`src/rtl/usb_pkg.sv`:
```
// Shared USB definitions: PID codes, the transmit framer state set and CRC-16/USB constants.
package usb_pkg;

    localparam logic [3:0] PID_DATA0 = 4'b0011;
    localparam logic [3:0] PID_DATA1 = 4'b1011;
    localparam logic [3:0] PID_ACK   = 4'b0010;
    localparam logic [3:0] PID_NAK   = 4'b1010;
    localparam logic [3:0] PID_STALL = 4'b1110;

    localparam logic [15:0] CRC16_INIT     = 16'hFFFF;
    localparam logic [15:0] CRC16_POLY_REF = 16'hA001;

    typedef enum logic [3:0] {
        IDLE,
        SYNC,
        PID,
        FETCH,
        LOAD,
        DATA,
        CRC_LO,
        CRC_HI,
        DONE
    } tx_state_t;

    function automatic logic is_data_pid(input logic [3:0] pid);
        return (pid == PID_DATA0) || (pid == PID_DATA1);
    endfunction

    function automatic logic is_handshake_pid(input logic [3:0] pid);
        return (pid == PID_ACK) || (pid == PID_NAK) || (pid == PID_STALL);
    endfunction

endpackage

```
`src/rtl/usb_crc16.sv`:
```
// CRC-16/USB accumulator: reflected polynomial, one whole byte folded in per enabled cycle.
// Shared by the transmit framer and the receive-side checker.
module usb_crc16
    import usb_pkg::*;
(
    input  logic        clk,
    input  logic        n_rst,
    input  logic        clear,
    input  logic        enable,
    input  logic [7:0]  data,
    output logic [15:0] crc
);

    logic [15:0] crc_q;
    logic [15:0] crc_next;

    always_comb begin
        // NOTE: blocking assignments here chain the eight bit-steps within one evaluation.
        crc_next = crc_q;
        for (int i = 0; i < 8; i++) begin
            crc_next = {1'b0, crc_next[15:1]}
                     ^ ((crc_next[0] ^ data[i]) ? CRC16_POLY_REF : 16'h0000);
        end
    end

    always_ff @(posedge clk or negedge n_rst) begin
        // NOTE: non-blocking assignments for every registered value, so all flops update together.
        if (!n_rst) begin
            crc_q <= CRC16_INIT;
        end else if (clear) begin
            crc_q <= CRC16_INIT;
        end else if (enable) begin
            crc_q <= crc_next;
        end
    end

    assign crc = crc_q;

endmodule

```
`src/rtl/usb_tx_packet_framer.sv`:
```
// Byte-level USB transmit framer: SYNC, PID, buffered payload and CRC16 out to the serializer
// over a valid/ready handshake.
module usb_tx_packet_framer
    import usb_pkg::*;
#(
    parameter logic [7:0] SYNC_BYTE   = 8'h80,
    parameter int         MAX_PAYLOAD = 64
) (
    input  logic       clk,
    input  logic       n_rst,
    input  logic       tx_start,
    input  logic [3:0] tx_pid,
    input  logic       tx_abort,
    input  logic [6:0] buffer_occupancy,
    input  logic [7:0] tx_packet_data,
    output logic       get_tx_packet_data,
    output logic [7:0] tx_byte,
    output logic       tx_byte_valid,
    input  logic       tx_byte_ready,
    output logic       tx_last,
    output logic       tx_busy,
    output logic       tx_done,
    output logic       tx_error
);

    localparam logic [6:0] MAX_LEN = 7'(MAX_PAYLOAD);

    tx_state_t   state_q, state_d;
    logic [3:0]  pid_q;
    logic [6:0]  len_q;
    logic [7:0]  data_q;
    logic        tx_error_q;
    logic [15:0] crc;
    logic        pid_legal;
    logic        start_ok;
    logic        xfer;

    assign pid_legal = is_handshake_pid(tx_pid)
                     || (is_data_pid(tx_pid) && (buffer_occupancy <= MAX_LEN));
    // Abort outranks a simultaneous start, so no packet is ever begun under abort.
    assign start_ok  = tx_start && !tx_abort && pid_legal;

    assign tx_byte_valid      = state_q inside {SYNC, PID, DATA, CRC_LO, CRC_HI};
    assign xfer               = tx_byte_valid && tx_byte_ready;
    assign get_tx_packet_data = (state_q == FETCH);
    assign tx_busy            = (state_q != IDLE);
    assign tx_done            = (state_q == DONE);
    assign tx_error           = tx_error_q;

    usb_crc16 u_crc (
        .clk    (clk),
        .n_rst  (n_rst),
        .clear  ((state_q == IDLE) && start_ok),
        .enable (state_q == LOAD),
        .data   (tx_packet_data),
        .crc    (crc)
    );

    always_comb begin
        // NOTE: defaults first for everything assigned below, so no path can infer a latch.
        state_d = state_q;
        tx_byte = 8'h00;
        tx_last = 1'b0;
        case (state_q)
            IDLE: if (start_ok) state_d = SYNC;
            SYNC: begin
                tx_byte = SYNC_BYTE;
                if (xfer) state_d = PID;
            end
            PID: begin
                tx_byte = {~pid_q, pid_q};
                tx_last = is_handshake_pid(pid_q);
                if (xfer) begin
                    if (is_handshake_pid(pid_q)) state_d = DONE;
                    else if (len_q == 7'd0)      state_d = CRC_LO;
                    else                         state_d = FETCH;
                end
            end
            FETCH: state_d = LOAD;
            LOAD:  state_d = DATA;
            DATA: begin
                tx_byte = data_q;
                if (xfer) state_d = (len_q == 7'd0) ? CRC_LO : FETCH;
            end
            CRC_LO: begin
                tx_byte = ~crc[7:0];
                if (xfer) state_d = CRC_HI;
            end
            CRC_HI: begin
                tx_byte = ~crc[15:8];
                tx_last = 1'b1;
                if (xfer) state_d = DONE;
            end
            DONE:    state_d = IDLE;
            default: state_d = IDLE;
        endcase
        if (tx_abort && (state_q != IDLE)) state_d = IDLE;
    end

    always_ff @(posedge clk or negedge n_rst) begin
        if (!n_rst) begin
            state_q    <= IDLE;
            pid_q      <= 4'h0;
            len_q      <= 7'd0;
            data_q     <= 8'h00;
            tx_error_q <= 1'b0;
        end else begin
            state_q    <= state_d;
            tx_error_q <= (state_q == IDLE) && tx_start && !tx_abort && !pid_legal;
            // Length is frozen here; later buffer writes or flushes do not alter this packet.
            if ((state_q == IDLE) && start_ok) begin
                pid_q <= tx_pid;
                len_q <= is_data_pid(tx_pid) ? buffer_occupancy : 7'd0;
            end
            if (state_q == LOAD) begin
                data_q <= tx_packet_data;
                len_q  <= len_q - 7'd1;
            end
        end
    end

endmodule

```
`config.mk`:
```
export PLATFORM = sky130hd
export DESIGN_NAME = usb_tx_packet_framer
export DESIGN_NICKNAME = d
export VERILOG_FILES = /design/src/rtl/usb_pkg.sv /design/src/rtl/usb_crc16.sv /design/src/rtl/usb_tx_packet_framer.sv
export SDC_FILE = /design/constraint.sdc
export NUM_CORES = 1
export LEC_CHECK = 0
export ABC_AREA = 1
export BUFFER_PORTS_ARGS = -buffer_cell sky130_fd_sc_hd__buf_2
export CAP_MARGIN = 20
export CORE_MARGIN = 2
export CORE_UTILIZATION = 40
export DETAILED_ROUTE_END_ITERATION = 6
export GPL_TIMING_DRIVEN = 0
export PLACE_DENSITY_LB_ADDON = 0.3
export SETUP_SLACK_MARGIN = 0.3
export SLEW_MARGIN = 30
export SYNTH_ARGS = -nofsm -noshare
export SYNTH_HDL_FRONTEND = slang
export SYNTH_SLANG_ARGS = --single-unit
```
`constraint.sdc`:
```
create_clock -name clk -period 1.75 [get_ports clk]
set_input_delay 0.35 -clock clk [delete_from_list [all_inputs] [get_ports clk]]
set_output_delay 0.35 -clock clk [all_outputs]
set_load 0.005 [all_outputs]
```
# --- Yosys cells after proc, flatten, opt, wreduce, memory -nomap -nowiden ---
# Cells that the tools add are included.
# W data, S select, Z words.
totals:
  regBits: 40
  inputBits: 24
  output_inout_bits: 14
  elab_cells: 97
op_classes:
  n_addsub: 1
  n_lt_le_gt_ge: 1
  eq_ne: 22
  muxes: 25
  bitwise_logic: 19
  n_reduce_logical: 23
ops:
  columns: ["op", "count"]
  rows:
  - ["$mux W16", 10]
  - ["$xor A15 B16 Y16", 8]
  - ["$pmux W8 S5", 1]
  - ["$mux W4", 8]
  - ["$pmux W4 S8", 1]
  - ["$eq A4 B4 Y1 const B", 6]
  - ["$mux W7", 3]
  - ["$eq A4 B2 Y1 const B", 5]
  - ["$ne A3 B2 Y1 const B", 6]
  - ["$eq A4 B3 Y1 const B", 4]
  - ["$not A8 Y8", 2]
  - ["$logic_and A1 B1 Y1", 9]
  - ["$xor A1 B1 Y1", 8]
  - ["$le A7 B7 Y1 const B", 1]
  - ["$logic_not A7 Y1", 1]
  - ["$sub A7 B1 Y7 const B", 1]
  - ["$logic_or A1 B1 Y1", 6]
  - ["$reduce_and A6 Y1", 1]
  - ["$reduce_bool A5 Y1", 1]
  - ["$eq A4 B1 Y1 const B", 1]
  - ["$logic_not A4 Y1", 1]
  - ["$not A4 Y4", 1]
  - ["$reduce_bool A4 Y1", 1]
  - ["$mux W3", 1]
  - ["3 further kinds", 4]

# --- Longest topological paths before layout ---
logic_depth:
  word_depth: 26
  depth_mapped: 15

# --- By module ---
# A second synthesis with hierarchy kept.
hier_totals:
  cells_unflattened: 366
  hier_area_um2: 2735.1
modules_own_cells:
  columns: ["module", "instances", "cells_per_inst", "area_per_inst_um2"]
  rows:
  - ["usb_tx_packet_framer", 1, 234, 1619.1]
  - ["usb_crc16", 1, 132, 1116.1]

# --- Least setup slack after synthesis ---
# OpenSTA, ideal clock, no wires.
synth_path:
  path_type: "flip-flop to flip-flop"
  start: "reg u_crc.crc_q[0], in the netlist u_crc.crc[0]"
  end: "reg u_crc.crc_q[13], in the netlist u_crc.crc[13]"
  setup_ns: 0.076
  t_arrival_ns: 1.545
  slack_ns: 0.129
  path_stages_with_launch: 16
  synth_period_minus_slack_ns: 1.621
  cell_sequence: "dfstp_2 -> inv_2 -> nand2_1 -> nand2_1 -> nand2_1 -> nand3_2 -> nand2_1 -> nand2_2 -> nand2_2 -> nand2_2 -> nand3_4 -> nand2_2 -> nand2_1 -> nand3_1 -> nand3_1 -> nand2_1"
synth_between:
  elab_chain_len: 26
synth_lines:
  columns: ["item", "line", "source"]
  rows:
  - ["from (decl)", "usb_crc16.sv:14", "logic [15:0] crc_q;"]
  - ["from (signal assigned)", "usb_crc16.sv:33", "crc_q <= crc_next;"]
  - ["$xor A1 B1 Y1 (*)", "usb_crc16.sv:22", "^ ((crc_next[0] ^ data[i]) ? CRC16_POLY_REF : 16'h0000);"]
  - ["$mux W16 (*)", "usb_crc16.sv:22", null]
  - ["$xor A15 B16 Y16 (*)", "usb_crc16.sv:22", null]
  - ["$xor A1 B1 Y1 (*)", "usb_crc16.sv:22", null]
  - ["$mux W16 (*)", "usb_crc16.sv:22", null]
  - ["$xor A15 B16 Y16 (*)", "usb_crc16.sv:22", null]
  - ["$xor A1 B1 Y1 (*)", "usb_crc16.sv:22", null]
  - ["$mux W16 (*)", "usb_crc16.sv:22", null]
  - ["[... 10 more ...]", null, null]
  - ["$xor A1 B1 Y1", "usb_crc16.sv:22", null]
  - ["$mux W16", "usb_crc16.sv:22", null]
  - ["$xor A15 B16 Y16 (*)", "usb_crc16.sv:22", null]
  - ["$xor A1 B1 Y1", "usb_crc16.sv:22", null]
  - ["$mux W16", "usb_crc16.sv:22", null]
  - ["$xor A15 B16 Y16 (*)", "usb_crc16.sv:22", null]
  - ["$mux W16 (*)", "usb_crc16.sv:32", "end else if (enable) begin"]
  - ["$mux W16 (*)", "usb_crc16.sv:30", "end else if (clear) begin"]
# Mark *: on every way between the ends. The rest lies on a longest branch, timed or not. The select of a mux whose other input is x is not followed.
# A chain may end at the register's enable or synchronous reset.

# --- Final worst setup path ---
layout_path:
  start: "reg state_q[2]"
  end: "out tx_byte[4]"
layout_between:
  elab_chain_len: 2
  elab_cells_between_ends: 6
layout_lines:
  columns: ["item", "line", "source"]
  rows:
  - ["from (decl)", "usb_tx_packet_framer.sv:28", "tx_state_t state_q, state_d;"]
  - ["from (signal assigned)", "usb_tx_packet_framer.sv:108", "state_q <= state_d;"]
  - ["$eq A4 B3 Y1, or another cell as far along", "usb_tx_packet_framer.sv:64", "case (state_q)"]
  - ["$pmux W8 S5 (*)", "usb_tx_packet_framer.sv:64", null]
  - ["to (decl)", "usb_tx_packet_framer.sv:17", "output logic [7:0] tx_byte,"]
# Mark *: on every way between the ends. The rest lies on a longest branch, timed or not.

==> results by group <==
Critical path
  • CP startpoint kind: flip-flop
  • Worst Path Required: 1.40 ns
  • Critical Setup Path Class: flip-flop to output pin
  • Data arrival time of the critical path: 1.77 ns
  • Worst-path fanout max: 5
  • Setup crit end kind: output pin

Worst hold path
  • Tightest Hold Check Type: primary input to async pin

Timing
  • Setup Skew: 0.006740 ns
  • Fin crit period: 2.117 ns
  • Tightest Pin Transition: 0.5843 ns
  • RSZ-0062 raised after global routing: true
  • Max-slew violation total from the final report: 0
  • Fmax: 472.5 MHz
  • Relative slew slack: 0.6091
  • Min Hold Slack: 0.02808 ns
  • Final Cycle Share: 1.209
  • Final worst slack: -0.3666 ns
  • Final setup viols: 41
  • Final hold violations: 0

Route
  • Vias per cell: 5.400
  • Via count of the routed design: 2738
  • Post-DRT Antenna Nets: 0
  • WL final: 8.707 mm
  • Wire length per cell: 17.17 um
  • DRT Pass-1 Iters: 4
  • First-iteration detailed-routing DRC count: 223
  • DRC: 0

Synth
  • Ys Warns: 0
  • Mapped Area: 2524 um2
  • Synthesized flop and latch total: 40
  • Mapped Avg Cell Area: 7.556 um2
  • Synth unique cells: 36
  • Mapped Cells: 334
  • Synthesized Nets: 359
  • Post-synthesis sequential area ratio: 0.4046

Power
  • Static leakage: 0.001889 uW
  • Power Dens Cells: 1675 nW/um2
  • Total Power: 6770 uW
  • Peak VDD IR: 846.9 uV

GRT
  • Largest net degree at the start of global routing: 41
  • Initial antenna violation count: 0
  • Grt ovf: 0
  • Global-route wire length before repair: 12.30 mm
  • GRT Total Usage: 0.2198
  • Vias in the first global route: 2589

Clock network
  • Root buffer selected by CTS: clkbuf_8
  • Hold bufs inserted after CTS: 0
  • Clk buf depth: 2
  • Inserted Clock Buffers: 5
  • Clk_lat worst skew: 0.30 ns
  • Clk sinks: 40
  • CTS HTree Levels: 2
  • Clk slew on worst S/H paths: 0.08 ns
  • TritonCTS clock tree: yes

Placement
  • PortBufs: 37
  • DPL Wire Length: 4.794 mm
  • Placed inst area: 2870 um2
  • Placer Congestion: 0.8253

Die
  • # rows: 28
  • Initial core utilization: 0.4188
  • Die W: 83.43 um
  • # IOs: 38
  • Core box area: 6026 um2
  • Die Y: 83.43 um
  • Die Area: 6961 um2

Cells and area
  • Area growth syn-to-layout: 60.19%
  • Fin nets: 456
  • Most frequent cells in the layout: nand2_1, buf_2, inv_1, buf_4
  • Final Instance Area: 4043 um2
  • Layout cells sized above 1: 0.5463
  • Most common cell after layout, fill and taps aside: nand2_1
  • Layout Utilization: 0.6709
  • Diode count: 0

Flow run
  • Max-Cap Viols: 0

Run status
  • Failing checks: negative setup slack
  • Status: complete, but fails checks
final timing paths:
check	start	end	slack [ns]	depth (start not counted)
max	state_q[2]	tx_byte[4]	-0.37	7
min	n_rst	len_q[3]	0.03	1
max reg2reg	state_q[2]	len_q[5]	-0.14	11
min reg2reg	len_q[0]	len_q[0]	0.49	1
max in group asynchronous	n_rst	state_q[1]	1.32	1
min in group clk	tx_packet_data[7]	data_q[7]	0.28	3
cell type report:
class / instances / area [um2]
Clock buffer: 8 / 90.09
Timing Repair inverter: 1 / 7.507
Tap cell: 75 / 93.84
Multi-Input combinational cell: 248 / 1842
Buffer: 6 / 105.1
Timing Repair Buffer: 88 / 704.4
Inverter: 41 / 176.4
Fill cell: 436 / 1983
Sequential cell: 40 / 1023
state kept, by name, summed over array words and instances (netlist names):
| signal | cells |
|---|---|
| state_q | 4 |
| pid_q | 4 |
| len_q | 7 |
| data_q | 8 |
| tx_error | 1 |
| u_crc.crc | 16 |
where the power goes:
group / leakage, uW / switching [uW] / internal [uW] / total [uW]
registers: 0.000463 / 413 / 1460 / 1870
logic: 0.00138 / 2390 / 1850 / 4240
clock network: 0.0000455 / 333 / 322 / 655
stage by stage:
step,std cells,TNS (ns),setup slack [ns]
final,507,-4.602,-0.3666
after global routing,507,-7.893,-0.4443
after CTS,484,-2.568,-0.2931
after detailed placement,446,-2.034,-0.1533
after global placement,446,-2.617,-0.1712
after floorplan,334,0,0.1573
kinds of logic (layout without fill, tap and decap cells):
family / after synthesis / after routing / share of synthesized area
adders and majority gates: 1 / 1 / 0.004957
xor gates and xnor gates: 10 / 10 / 0.03470
AOI/OAI and AO/OA: 60 / 60 / 0.1522
DFF: 40 / 40 / 0.4046
muxes: 1 / 1 / 0.004462
and+or+nand+nor: 175 / 176 / 0.3277
buffers and inverters: 47 / 144 / 0.07140
worst max-delay path, stage by stage (launching register included):
cell        delay, ns
dfrtp_1          0.37
inv_2            0.07
nor2_4           0.18
inv_4            0.07
nor2_4           0.17
clkinvlp_4       0.22
o221ai_2         0.23
buf_2            0.15
per-layer routing:
metal / GRT usage / share of wire
met1: 0.2991 / 0.42
met2: 0.3607 / 0.51
met3: 0.03877 / 0.055
met4: 0.06158 / 0.023
met5: 0 / 0
timing repair:
action                     CTS  global route
gates resized for setup     62           106
gates cloned                 2             5
buffers inserted            28            18
pin swaps                   20            34
setup endpoints to repair   52            52
Yosys cell counts:
cell	instances	area (um2)
o2111ai_1	3	26.28
inv_1	32	120.1
nand3_2	4	40.04
nor2_1	26	97.59
xor2_1	5	43.79
nand2_4	1	11.26
nand2_1	100	375.4
nand3_1	20	100.1
a211oi_1	2	15.01
o221ai_1	3	26.28
a21oi_1	12	60.06
dfstp_2	16	420.4
buf_4	1	7.510
nand4_1	5	31.28
ha_1	1	12.51
a221oi_1	1	8.760
nor2_4	3	33.78
inv_2	8	30.03
o31ai_1	4	30.03
dfrtp_1	24	600.6
o21a_1	1	7.510
o211ai_1	5	37.54
xnor2_1	5	43.79
mux2_2	1	11.26
o21ai_4	1	16.27
nand3_4	2	35.03
o211ai_2	1	12.51
clkbuf_1	5	18.77
clkinv_1	1	3.750
nand2_2	7	43.79
nand4_4	1	21.27
nor3_1	3	15.01
nor3_2	1	10.01
nor2_2	2	12.51
o21ai_0	20	100.1
a31oi_1	7	43.79
No activity file was read; power rests on OpenSTA's default activity.
